`config.mk`:
```
export PLATFORM = sky130hd
export DESIGN_NAME = router_pkt_fifo_flat
export DESIGN_NICKNAME = d
export VERILOG_FILES = /design/src/rtl/router_pkg.sv /design/src/rtl/router_pkt_fifo_if.sv /design/src/rtl/router_fifo_mem.sv /design/src/rtl/router_pkt_fifo.sv /design/src/flat_wrapper.sv
export SDC_FILE = /design/constraint.sdc
export NUM_CORES = 1
export LEC_CHECK = 0
export CAP_MARGIN = 40
export CORE_UTILIZATION = 40
export CTS_BUF_LIST = sky130_fd_sc_hd__clkbuf_2 sky130_fd_sc_hd__clkbuf_4 sky130_fd_sc_hd__clkbuf_8
export CTS_CLUSTER_DIAMETER = 150
export CTS_CLUSTER_SIZE = 12
export DETAILED_ROUTE_END_ITERATION = 12
export SYNTH_ARGS = -nofsm -noshare
export SYNTH_HDL_FRONTEND = slang
export SYNTH_HIERARCHICAL = 1
export SYNTH_SLANG_ARGS = --single-unit
```
`constraint.sdc`:
```
create_clock -name clock -period 5.26 [get_ports clock]
set_input_delay 1.052 -clock clock [delete_from_list [all_inputs] [get_ports clock]]
set_output_delay 1.052 -clock clock [all_outputs]
set_load 0.03 [all_outputs]
```
`src/rtl/router_pkg.sv`:
```
// Shared defaults and helpers for the router packet FIFO slice.
package router_pkg;

    localparam int unsigned DEF_DATA_W  = 8;
    localparam int unsigned DEF_DEPTH   = 16;
    localparam int unsigned DEF_LEN_LSB = 2;

    function automatic int unsigned clog2(input int unsigned value);
        int unsigned r;
        r = 0;
        for (int i = 0; i < 32; i++) begin
            if ((64'd1 << i) < 64'(value)) r = i + 1;
        end
        return r;
    endfunction

endpackage

```
`src/rtl/router_pkt_fifo_if.sv`:
```
// Write/read handshake, status and error signals of the router packet FIFO.
interface router_pkt_fifo_if
    import router_pkg::*;
#(
    parameter int unsigned DATA_W  = DEF_DATA_W,
    parameter int unsigned DEPTH   = DEF_DEPTH,
    parameter int unsigned LEN_LSB = DEF_LEN_LSB
);

    localparam int unsigned AW = clog2(DEPTH);

    logic                  soft_reset;
    logic                  write_enb;
    logic                  lfd_state;
    logic [DATA_W-1:0]     data_in;
    logic                  read_enb;
    logic [DATA_W-1:0]     data_out;
    logic                  data_valid;
    logic                  sop_out;
    logic                  full;
    logic                  empty;
    logic                  almost_full;
    logic                  almost_empty;
    logic [AW:0]           fill_level;
    logic [DATA_W-LEN_LSB:0] pkt_cnt;
    logic                  overflow;
    logic                  underflow;

    modport master (
        output soft_reset, write_enb, lfd_state, data_in, read_enb,
        input  data_out, data_valid, sop_out, full, empty, almost_full, almost_empty,
               fill_level, pkt_cnt, overflow, underflow
    );

    modport slave (
        input  soft_reset, write_enb, lfd_state, data_in, read_enb,
        output data_out, data_valid, sop_out, full, empty, almost_full, almost_empty,
               fill_level, pkt_cnt, overflow, underflow
    );

endinterface

```
`src/rtl/router_fifo_mem.sv`:
```
// Storage array: synchronous write, combinational read.
module router_fifo_mem
    import router_pkg::*;
#(
    parameter int unsigned WIDTH = DEF_DATA_W + 1,
    parameter int unsigned DEPTH = DEF_DEPTH
) (
    input  logic                      clock,
    input  logic                      wr_en,
    input  logic [clog2(DEPTH)-1:0]   wr_addr,
    input  logic [WIDTH-1:0]          wr_data,
    input  logic [clog2(DEPTH)-1:0]   rd_addr,
    output logic [WIDTH-1:0]          rd_data
);

    logic [WIDTH-1:0] mem [DEPTH];

    always_ff @(posedge clock) begin
        if (wr_en) mem[wr_addr] <= wr_data;
    end

    assign rd_data = mem[rd_addr];

endmodule

```
`src/rtl/router_pkt_fifo.sv`:
```
// Packet FIFO with header tagging, registered read port, status and sticky error flags.
module router_pkt_fifo
    import router_pkg::*;
#(
    parameter int unsigned DATA_W  = DEF_DATA_W,
    parameter int unsigned DEPTH   = DEF_DEPTH,
    parameter int unsigned AF_LVL  = DEPTH - 2,
    parameter int unsigned AE_LVL  = 2,
    parameter int unsigned LEN_LSB = DEF_LEN_LSB
) (
    input  logic             clock,
    input  logic             resetn,
    router_pkt_fifo_if.slave bus
);

    localparam int unsigned AW = clog2(DEPTH);
    localparam int unsigned PW = DATA_W - LEN_LSB + 1;
    localparam logic [AW:0] AF_THR = AF_LVL[AW:0];
    localparam logic [AW:0] AE_THR = AE_LVL[AW:0];

    logic [AW:0]       wr_ptr_q, rd_ptr_q, fill_q, fill_d;
    logic [PW-1:0]     pkt_q, pkt_d;
    logic [DATA_W-1:0] data_q;
    logic              sop_q, valid_q, ovf_q, udf_q;
    logic [DATA_W:0]   rd_word;
    logic              clear, full, empty, wr_acc, rd_acc;

    assign clear  = !resetn || bus.soft_reset;
    assign full   = (wr_ptr_q[AW] != rd_ptr_q[AW]) && (wr_ptr_q[AW-1:0] == rd_ptr_q[AW-1:0]);
    assign empty  = (wr_ptr_q == rd_ptr_q);
    assign wr_acc = bus.write_enb && !full && !clear;
    assign rd_acc = bus.read_enb && !empty && !clear;

    router_fifo_mem #(
        .WIDTH (DATA_W + 1),
        .DEPTH (DEPTH)
    ) u_mem (
        .clock   (clock),
        .wr_en   (wr_acc),
        .wr_addr (wr_ptr_q[AW-1:0]),
        .wr_data ({bus.lfd_state, bus.data_in}),
        .rd_addr (rd_ptr_q[AW-1:0]),
        .rd_data (rd_word)
    );

    always_comb begin
        fill_d = fill_q;
        if (wr_acc && !rd_acc)      fill_d = fill_q + 1'b1;
        else if (rd_acc && !wr_acc) fill_d = fill_q - 1'b1;
    end

    // Header length counts payload words; +1 accounts for the trailing parity word.
    always_comb begin
        pkt_d = pkt_q;
        if (rd_acc) begin
            if (rd_word[DATA_W])  pkt_d = PW'(rd_word[DATA_W-1:LEN_LSB]) + PW'(1);
            else if (pkt_q != '0) pkt_d = pkt_q - PW'(1);
        end
    end

    always_ff @(posedge clock) begin
        if (clear) begin
            wr_ptr_q <= '0;
            rd_ptr_q <= '0;
            fill_q   <= '0;
            pkt_q    <= '0;
            data_q   <= '0;
            sop_q    <= 1'b0;
            valid_q  <= 1'b0;
            ovf_q    <= 1'b0;
            udf_q    <= 1'b0;
        end else begin
            if (wr_acc) wr_ptr_q <= wr_ptr_q + 1'b1;
            if (rd_acc) begin
                rd_ptr_q <= rd_ptr_q + 1'b1;
                data_q   <= rd_word[DATA_W-1:0];
                sop_q    <= rd_word[DATA_W];
            end
            fill_q  <= fill_d;
            pkt_q   <= pkt_d;
            valid_q <= rd_acc;
            if (bus.write_enb && full) ovf_q <= 1'b1;
            // A read arriving with a write into an empty FIFO is deferred, not an error.
            if (bus.read_enb && empty && !bus.write_enb) udf_q <= 1'b1;
        end
    end

    assign bus.data_out     = data_q;
    assign bus.data_valid   = valid_q;
    assign bus.sop_out      = sop_q;
    assign bus.full         = full;
    assign bus.empty        = empty;
    assign bus.almost_full  = (fill_q >= AF_THR);
    assign bus.almost_empty = (fill_q <= AE_THR);
    assign bus.fill_level   = fill_q;
    assign bus.pkt_cnt      = pkt_q;
    assign bus.overflow     = ovf_q;
    assign bus.underflow    = udf_q;

endmodule

```
`src/flat_wrapper.sv`:
```
// flat-port wrapper written by rule: the top's interface ports become plain ports
module router_pkt_fifo_flat import router_pkg::*;
#(
    parameter int unsigned DATA_W  = DEF_DATA_W,
    parameter int unsigned DEPTH   = DEF_DEPTH,
    parameter int unsigned AF_LVL  = DEPTH - 2,
    parameter int unsigned AE_LVL  = 2,
    parameter int unsigned LEN_LSB = DEF_LEN_LSB
)
  (clock, resetn, bus_soft_reset, bus_write_enb, bus_lfd_state, bus_data_in, bus_read_enb, bus_data_out, bus_data_valid, bus_sop_out, bus_full, bus_empty, bus_almost_full, bus_almost_empty, bus_fill_level, bus_pkt_cnt, bus_overflow, bus_underflow);
  router_pkt_fifo_if #(.DATA_W(DATA_W), .DEPTH(DEPTH), .LEN_LSB(LEN_LSB)) bus_i ();
  input  logic clock;
  input  logic resetn;
  input wire logic [$bits(bus_i.soft_reset)-1:0] bus_soft_reset;
  input wire logic [$bits(bus_i.write_enb)-1:0] bus_write_enb;
  input wire logic [$bits(bus_i.lfd_state)-1:0] bus_lfd_state;
  input wire logic [$bits(bus_i.data_in)-1:0] bus_data_in;
  input wire logic [$bits(bus_i.read_enb)-1:0] bus_read_enb;
  output wire logic [$bits(bus_i.data_out)-1:0] bus_data_out;
  output wire logic [$bits(bus_i.data_valid)-1:0] bus_data_valid;
  output wire logic [$bits(bus_i.sop_out)-1:0] bus_sop_out;
  output wire logic [$bits(bus_i.full)-1:0] bus_full;
  output wire logic [$bits(bus_i.empty)-1:0] bus_empty;
  output wire logic [$bits(bus_i.almost_full)-1:0] bus_almost_full;
  output wire logic [$bits(bus_i.almost_empty)-1:0] bus_almost_empty;
  output wire logic [$bits(bus_i.fill_level)-1:0] bus_fill_level;
  output wire logic [$bits(bus_i.pkt_cnt)-1:0] bus_pkt_cnt;
  output wire logic [$bits(bus_i.overflow)-1:0] bus_overflow;
  output wire logic [$bits(bus_i.underflow)-1:0] bus_underflow;
  assign bus_i.soft_reset = bus_soft_reset;
  assign bus_i.write_enb = bus_write_enb;
  assign bus_i.lfd_state = bus_lfd_state;
  assign bus_i.data_in = bus_data_in;
  assign bus_i.read_enb = bus_read_enb;
  assign bus_data_out = bus_i.data_out;
  assign bus_data_valid = bus_i.data_valid;
  assign bus_sop_out = bus_i.sop_out;
  assign bus_full = bus_i.full;
  assign bus_empty = bus_i.empty;
  assign bus_almost_full = bus_i.almost_full;
  assign bus_almost_empty = bus_i.almost_empty;
  assign bus_fill_level = bus_i.fill_level;
  assign bus_pkt_cnt = bus_i.pkt_cnt;
  assign bus_overflow = bus_i.overflow;
  assign bus_underflow = bus_i.underflow;
  router_pkt_fifo #(.DATA_W(DATA_W), .DEPTH(DEPTH), .AF_LVL(AF_LVL), .AE_LVL(AE_LVL), .LEN_LSB(LEN_LSB)) u_core (.clock(clock), .resetn(resetn), .bus(bus_i));
endmodule
```
==> run metrics <==
Final Util=0.467; initial antenna violation count=0; hold depth=2; clk sinks=between 150 and 200; first-pass GRT wire length=24400 um; largest net degree at the start of global routing=40; unrepaired setup endpoints after global routing=no; final worst slack=1.65 ns; startpoint types=flop; Final Setup Violations=0; CTS root buf=clkbuf_8; Worst Setup End Kind=flop; # port buffers=41; cts hold-fix bufs=0; Num CTS Buffers=17; number of fill cells=1542; sequential area share after synthesis=0.674; drt via density=5.52; Post-Syn Instances=454; fmax=277 MHz; die area=19100 um2; ys async rst share=0; CTS tree=built; post-route ant nets=0; Hold/Removal Path Class=flop to flop; NetSw=0.544 mW; PwrDens=about 290 nW/um2; area of placed instances=8120 um2; CP required=5.58 ns; mean post-synth cell area=16.3 um2; drt total wl=15500 um; dpl hpwl=10200 um; switch share=0.220; Max Cap Viol=0; VDD IR-drop max=184 uV; final slew viol count=0; Worst-Margin Slew=roughly 0.75 ns; largest fanout on the critical path=39; outcome=finished, violations left; fin crit period=3.61 ns; Synth Warn #=6; Place WS=1.37 ns; CTS Buffer Depth=2; routed vias=about 4100; Skew-Pair Late Insertion Delay=0.46 ns; GR Util All Layers=0.173; Clk pwr share=0.332; Seq cells post-synth=178; total grt overflow=0; DRC viols=12; FF-to-FF End=u_core/bus.pkt_cnt[3]$_SDFFE_PP0P_; sequential share of power=0.619; row cnt=49; Max Clock Skew=about 0.0064 ns; Synth cell types=56; n_diodes=0; vias in the first global route=roughly 4100; launching point of the worst reg2reg path=u_core/rd_ptr_q[0]$_SDFFE_PP0P_; ys flop type=edfxtp_1; part of the power in combinational logic=0.049; violations in the final reports=DRC; worst min-delay path startpoint=u_core/bus.underflow$_SDFFE_PP0P_; clock slew at reported path FFs=0.08 ns; fin nets=535; worst reg-to-reg path cell count=8; fraction of layout cells with a size suffix above 1=0.154; Net Count, Synth=477; post_cts resized=0; Die X-Extent=138 um; Hold EP=u_core/bus.underflow$_SDFFE_PP0P_; Post-CTS Setup Bufs=0; critical path arrival=~3.9 ns; area delta synth->final=13.8%; EDFF count, synth=144; # H-tree levels=4; Post-Syn Area=7420 um2; Area contributors post-synth=edfxtp_1 58%, dfxtp_1 9.2%, mux4_2 6.4%, mux4_1 5.3%, a22oi_1 1.9%; Fin. Hold Viols=0; largest area contributor in the netlist=edfxtp_1; critical path type=flop to flop; max_slew headroom=0.496; setup TNS=0 ns; area share of the largest cell type after synthesis=0.583; Wirelength per Cell=around 21 um; total power=around 2.5 mW; Int Power=1.93 mW; non-filler cells, final=749; Initial Util=0.410; FF-to-FF setup slack=approximately 1.7 ns; final instance area=8440 um2; drt first pass iters=10; hold slack final=0.473 ns; Leak=2.69 nW; DIE HEIGHT=about 140 um; Period Utilization, post-route=0.686; Top-Level Pins=42; DR iter-0 viols=368; core footprint=18100 um2; Final GP Congestion=0.778; dpl cells=722
## final cells by class
| type | count | area [um2] | area share |
|---|---|---|---|
| Inverter | 6 | 22.5 | 0.00267 |
| Timing Repair Buffer | 62 | 576 | 0.0682 |
| Clock buffer | 17 | 234 | 0.0277 |
| Tap cell | 229 | 287 | 0.0339 |
| Multi-Input combinational cell | 247 | 2220 | 0.264 |
| Sequential cell | 178 | 5010 | 0.593 |
| Clock inverter | 10 | 92.6 | 0.0110 |
## synthesized netlist by cell type (2+ instances only)
library cell and count:
or3_1 3, edfxtp_1 144, xor2_1 10, buf_6 5, o21ai_0 14, nor2_1 37, o311ai_0 3, clkbuf_1 8
mux4_2 21, and3_1 2, nor3_1 7, mux2i_1 3, ha_1 8, mux4_1 15, inv_1 6, a21o_1 2
a22oi_1 19, o31ai_1 4, xnor2_1 10, o21ai_1 2, nand3_1 19, buf_4 2, o211ai_1 5, nand3b_1 2
nand2b_1 4, dfxtp_1 34, nor2b_1 2, a21oi_1 11, buf_2 3, nand2_1 23
## sequential cells by signal, indices dropped and copies added (netlist names)
register               cells
u_core/bus.sop_out         1
u_core/bus.overflow        1
u_core/bus.underflow       1
u_core/bus.pkt_cnt         7
u_core/u_mem/mem         144
u_core/rd_ptr_q            5
u_core/bus.data_out        8
u_core/bus.fill_level      5
u_core/wr_ptr_q            5
u_core/bus.data_valid      1
## cell families (layout without fill, tap and decap cells)
group / Yosys count / after routing / share of synthesized area
multiplexers: 39 / 39 / 0.121
adder cells (fa/ha/maj): 9 / 9 / 0.0162
XOR/XNOR: 21 / 21 / 0.0258
AND/OR/NAND/NOR: 110 / 110 / 0.0735
flip-flops: 178 / 178 / 0.674
buffers and inverters: 29 / 95 / 0.0261
AO/OA/AOI/OAI: 68 / 68 / 0.0631
## worst max-delay path by stage
stage / from / to / slack (ns)
finish: u_core/rd_ptr_q[0]$_SDFFE_PP0P_ / u_core/bus.pkt_cnt[3]$_SDFFE_PP0P_ / 1.65
CTS: u_core/rd_ptr_q[0]$_SDFFE_PP0P_ / u_core/bus.pkt_cnt[3]$_SDFFE_PP0P_ / 1.63
global placement: bus_read_enb / u_core/bus.fill_level[4]$_SDFFE_PP0P_ / 1.40
detailed placement: bus_soft_reset / u_core/bus.fill_level[4]$_SDFFE_PP0P_ / 1.37
floorplan: bus_soft_reset / u_core/bus.fill_level[4]$_SDFFE_PP0P_ / 2.02
global route: u_core/rd_ptr_q[0]$_SDFFE_PP0P_ / u_core/bus.pkt_cnt[3]$_SDFFE_PP0P_ / 1.49
## cell usage in the layout, fill, tap and decap left out, types with 2 or more instances in the layout
master and n:
edfxtp_1 144, clkdlybuf4s50_1 41, nor2_1 37, dfxtp_1 33
nand2_1 23, mux4_2 21, buf_4 20, nand3_1 19
a22oi_1 19, clkbuf_8 17, mux4_1 15, o21ai_0 14
a21oi_1 11, xnor2_1 10, xor2_1 10, ha_1 8
nor3_1 7, inv_1 6, o211ai_1 5, nand2b_1 4
o31ai_1 4, clkinv_4 3, mux2i_1 3, or3_1 3
o311ai_0 3, clkinv_1 2, clkinvlp_4 2, o21ai_1 2
and3_1 2, a21o_1 2, nand3b_1 2
## routing by layer
metal,share of wire,GRT usage,routed length [um],up-vias
li1,-,-,-,1901
met1,0.46,0.244,7080,2060
met4,0.014,0.0562,220,0
met3,0.055,0.0395,857,18
met5,0,0,0,-
met2,0.47,0.267,7330,154
## power groups by stage
stage | Combinational (mW) | Sequential [mW] | Clock, mW
6_report | 0.122 | 1.53 | 0.822
5_1_grt | 0.133 | 1.53 | 0.899
4_1_cts | 0.123 | 1.53 | 0.844
3_5_place_dp | 0.123 | 1.56 | 0
3_3_place_gp | 0.118 | 1.56 | 0
2_1_floorplan | 0.0647 | 1.57 | 0
## critical path, cell delays in order (launching register included)
cell and delay, ns:
dfxtp_2 0.35, buf_4 0.60, mux4_1 0.64, a22oi_1 0.33
nand2_1 0.41, nand2b_1 0.35, nor4_4 0.37, or2_1 0.29
o31ai_1 0.11
Power figures use the tool's default switching activity.
